$ cat src/rtl/bridge_pkg.sv
// bridge_pkg: shared FSM state and access-size encodings for the SRAM-like bus bridges
package bridge_pkg;

    typedef enum logic [1:0] {
        IDLE = 2'd0,
        ADDR = 2'd1,
        DATA = 2'd2,
        HOLD = 2'd3
    } bridge_state_e;

    localparam logic [1:0] SIZE_BYTE = 2'd0;
    localparam logic [1:0] SIZE_HALF = 2'd1;
    localparam logic [1:0] SIZE_WORD = 2'd2;

endpackage

$ cat src/rtl/data_sram_bridge.sv
// data_sram_bridge: MEM-stage to SRAM-like data bus bridge, one bus transaction per access
// Ports: clk/rst (async active-low); mem_* MEM-stage access in, mem_rdata/stallreq_from_mem out;
//        pipe_stall = other stall sources; data_* SRAM-like bus (req/addr_ok/data_ok handshake).
module data_sram_bridge
    import bridge_pkg::*;
(
    input  logic        clk,
    input  logic        rst,
    input  logic        mem_en,
    input  logic        mem_we,
    input  logic [3:0]  mem_sel,
    input  logic [1:0]  mem_size,
    input  logic [31:0] mem_addr,
    input  logic [31:0] mem_wdata,
    input  logic        mem_flush,
    input  logic        pipe_stall,
    output logic [31:0] mem_rdata,
    output logic        stallreq_from_mem,
    output logic        data_req,
    output logic        data_wr,
    output logic [1:0]  data_size,
    output logic [31:0] data_addr,
    output logic [3:0]  data_wstrb,
    output logic [31:0] data_wdata,
    input  logic        data_addr_ok,
    input  logic        data_data_ok,
    input  logic [31:0] data_rdata
);

    bridge_state_e state, state_nxt;
    logic          req_we;
    logic [1:0]    req_size;
    logic [31:0]   req_addr;
    logic [31:0]   req_wdata;
    logic [3:0]    req_wstrb;
    logic [31:0]   hold_q;
    logic          take;
    logic          rdata_fire;

    assign take       = mem_en && !mem_flush;
    assign rdata_fire = (state == DATA) && data_data_ok;

    always_ff @(posedge clk or negedge rst) begin
        if (!rst) state <= IDLE;
        else      state <= state_nxt;
    end

    // Flush is only honoured in IDLE and HOLD; an issued transaction always runs to data_ok.
    always_comb begin
        state_nxt = state;
        case (state)
            IDLE:    state_nxt = take ? ADDR : IDLE;
            ADDR:    state_nxt = data_addr_ok ? DATA : ADDR;
            DATA:    state_nxt = !data_data_ok ? DATA : (pipe_stall ? HOLD : IDLE);
            HOLD:    state_nxt = (!pipe_stall || mem_flush) ? IDLE : HOLD;
            default: state_nxt = IDLE;
        endcase
    end

    always_comb begin
        data_req          = (state == ADDR);
        stallreq_from_mem = (state == IDLE) ? take :
                            (state == ADDR) ? 1'b1 :
                            (state == DATA) ? !data_data_ok : 1'b0;
        // Bypass the hold register on the completion cycle so the pipeline can advance immediately.
        mem_rdata         = rdata_fire ? data_rdata : hold_q;
    end

    always_ff @(posedge clk or negedge rst) begin
        if (!rst) begin
            req_we    <= 1'b0;
            req_size  <= SIZE_BYTE;
            req_addr  <= '0;
            req_wdata <= '0;
            req_wstrb <= '0;
            hold_q    <= '0;
        end else begin
            if (state == IDLE && take) begin
                req_we    <= mem_we;
                req_size  <= mem_size;
                req_addr  <= mem_addr;
                req_wdata <= mem_wdata;
                req_wstrb <= mem_we ? mem_sel : 4'b0;
            end
            if (rdata_fire) hold_q <= data_rdata;
        end
    end

    assign data_wr    = req_we;
    assign data_size  = req_size;
    assign data_addr  = req_addr;
    assign data_wdata = req_wdata;
    assign data_wstrb = req_wstrb;

endmodule

$ cat config.mk
export PLATFORM = sky130hd
export DESIGN_NAME = data_sram_bridge
export DESIGN_NICKNAME = d
export VERILOG_FILES = /design/src/rtl/bridge_pkg.sv /design/src/rtl/data_sram_bridge.sv
export SDC_FILE = /design/constraint.sdc
export NUM_CORES = 1
export LEC_CHECK = 0
export CAP_MARGIN = 20
export CORE_UTILIZATION = 35
export CTS_CLUSTER_DIAMETER = 200
export DETAILED_ROUTE_END_ITERATION = 7
export GPL_TIMING_DRIVEN = 0
export PLACE_DENSITY = 0.77
export SYNTH_ARGS = -nofsm -noshare
export SYNTH_HDL_FRONTEND = slang
export SYNTH_SLANG_ARGS = --single-unit
$ cat constraint.sdc
create_clock -name clk -period 3.5 [get_ports clk]
set_input_delay 0.35 -clock clk [delete_from_list [all_inputs] [get_ports clk]]
set_output_delay 0.35 -clock clk [all_outputs]
set_load 0.005 [all_outputs]
==> reports/qor.csv <==
stage,metric,value,unit
global_route,grt_usage,18.4,%
setup_path,required,3.15,ns
yosys,syn_area_per_cell,10.5,sq um
setup_path,setup.worst_path.end,stallreq_from_mem,
placement,dp_cells,740,
yosys,syn_inst,385,
clock_network,clockBufferDepth,2,
setup_path,critical_path_buf_inv_count,4,
final_layout,syn_to_final_growth,64.9,%
yosys,ys_ff_latch,105,
timing,rsz0062_at_grt,false,
final_layout,stdcell_count,755,
detailed_routing,drt-total-wl,10700,um
setup_path,r2r_cells,3,
setup_path,r2r-start,state[0],
setup_path,crit_path_start_kind,input port,
setup_path,cp.arrival,2.28,ns
final_layout,diodes,0,
yosys,synth_fp_nets,495,
detailed_routing,drc_errors,0,
final_layout,final_cell_mix,"clkdlybuf4s50_1 (213), nand2_1 (210), dfrtp_1 (105), mux2_2 (32), buf_2 (11)",
min_path,hp-class,in2async,
clock_network,h-tree-depth,3,
clock_network,clockRootBuffer,clkbuf_16,
setup_path,crit_path_max_fanout,10,
global_route,antenna_found_initial,0,
timing,finalCriticalPeriod,2.63,ns
yosys,ys_seq_area_share,64.9,%
power,cellLeakagePower,0.00315,uW
yosys,ys_types,17,
timing,max_freq,380,MHz
global_route,grt_pass1_vias,3598,
timing,period_share,75.2,%
timing,worstMarginPinSlew,0.694,ns
clock_network,post_cts_resized,0,
clock_network,cts_setup_buffers,0,
floorplanning,rows,38,
floorplanning,core_area,11100,sq um
setup_path,path_cells,clkdlybuf4s50_1 > or4b_4 > buf_6 > buf_6 > nand3_1 > clkdlybuf4s50_1,
detailed_routing,wire_per_inst,14.2,um
setup_path,critical_path_class,in2out,
detailed_routing,first_iter_violations,163,
setup_path,endpoint_kind,output port,
timing,slew_viol_final,0,
timing,skew,0.00876,ns
setup_path,cp_top_family,buffers and inverters,
yosys,ys_warn_count,0,
global_route,grt_max_degree,54,
power,power.total,5630,uW
global_route,overflow,0,
setup_path,r2r_setup_slack,1.92,ns
final_layout,final_nets,721,
clock_network,cts_buffers,9,
timing,setup_viol,0,
clock_network,clkTransAtPathRegs,0.07,ns
power,pwr_density_cell,843,nW/um^2
placement,port_buffers,214,
floorplanning,initial_core_util,36.6,%
setup_path,cpPeakStageDelay,0.55,ns
detailed_routing,dr.pass1.iters,4,
yosys,synth_area,4050,sq um
detailed_routing,ant_nets,0,
power,ir_worst_vdd,399,uV
setup_path,r2r-end,hold_q[25],
setup_path,cp.depth,6,
placement,gp_congestion,0.753,
final_layout,final_common_cell,clkdlybuf4s50_1,
global_route,grt_first_pass_wirelength,16900,um
timing,finalHoldViolCount,0,
clock_network,hold_buffers,0,
detailed_routing,vias,3389,
flow_run,maxCapViolCount,0,
detailed_routing,viasPerCell,4.49,
clock_network,clock-sinks,105,
clock_network,clk_latency,0.33,ns
final_layout,drive_gt1_share,11.2,%
timing,slew_headroom,53.7,%
outcome,status,finished clean,
placement,place_hpwl,8290,um
floorplanning,die_area,12000,sq um
floorplanning,io_pins,215,
floorplanning,dieHeight,110,um
setup_path,slowest_stage,or4b_4,
setup_path,worstSetupStartpoint,mem_flush,
clock_network,cts_tree,yes,
floorplanning,die_x,110,um
power breakdown:
group / leakage, uW / switching (uW) / internal (uW)
clock network: 0.000132 / 420 / 554
logic: 0.00173 / 914 / 1620
registers: 0.00129 / 286 / 1830
area by class of cell:
| type | count | area, sq um |
|---|---|---|
| clock inverter | 4 | 53.8 |
| sequential | 105 | 2630 |
| timing repair buffer | 215 | 2170 |
| inverter | 3 | 11.3 |
| multi-input combinational | 257 | 1250 |
| fill | 976 | 4400 |
| buffer | 20 | 156 |
| clock buffer | 11 | 233 |
| tap | 140 | 175 |
layer usage:
| metal | vias up | global-route usage (%) | wire [um] |
|---|---|---|---|
| met5 | - | 0 | 0 |
| met1 | 1608 | 21.1 | 4290 |
| met4 | 0 | 6.76 | 235 |
| li1 | 1650 | - | - |
| met3 | 18 | 4.68 | 721 |
| met2 | 113 | 33.0 | 5500 |
kinds of logic after synthesis:
| family | share of synthesized area [%] |
|---|---|
| AOI/OAI and AO/OA | 0.896 |
| muxes | 8.90 |
| and+or+nand+nor | 21.2 |
| DFF | 64.9 |
| buffers and inverters | 4.14 |
how the worst min path moves through the flow:
| stage | startpoint | slack (ns) | to | depth (start not counted) |
|---|---|---|---|---|
| finish | rst | 0.05 | data_addr[24] | 1 |
| detailed placement | rst | 0.44 | data_addr[24] | 1 |
| CTS | rst | 0.08 | data_addr[24] | 1 |
| global route | rst | 0.11 | data_addr[24] | 1 |
| global placement | data_wstrb[1] | 0.45 | data_wstrb[1] | 2 |
| floorplan | rst | 0.05 | data_addr[0] | 0 |
state kept, by name, indices dropped and copies added, names as in the netlist:
register / flops
data_wstrb: 4
hold_q: 32
data_wdata: 32
data_size: 2
state: 2
data_wr: 1
data_addr: 32
cell usage after synthesis:
library cell    n  area, sq um
nor4b_1         1         8.76
o221ai_1        1         8.76
dfrtp_1       105         2630
inv_1           3         11.3
a21oi_1         1         5.00
mux2_2         32          360
buf_6           9          101
a21o_1          1         7.51
nand3_1         5         25.0
nand2b_1        1         6.26
buf_2          11         55.1
nand2_1       210          788
or3b_2          1         8.76
or4b_4          1         13.8
a41oi_1         1         8.76
a31oi_1         1         6.26
nand3b_1        1         7.51
through the flow:
step	util, %	setup WS (ns)	cell area, sq um	TNS [ns]	hold slack [ns]
CTS	60.3	0.836	6680	0	0.0750
floorplan	-	1.81	4050	0	0.0544
global placement	57.5	-1.76	6370	-183.96	0.452
detailed placement	57.7	0.874	6390	0	0.442
global route	60.3	0.776	6680	0	0.106
finish	60.3	0.867	6680	0	0.0490
Note: power is estimated with default switching activity, not from simulation.
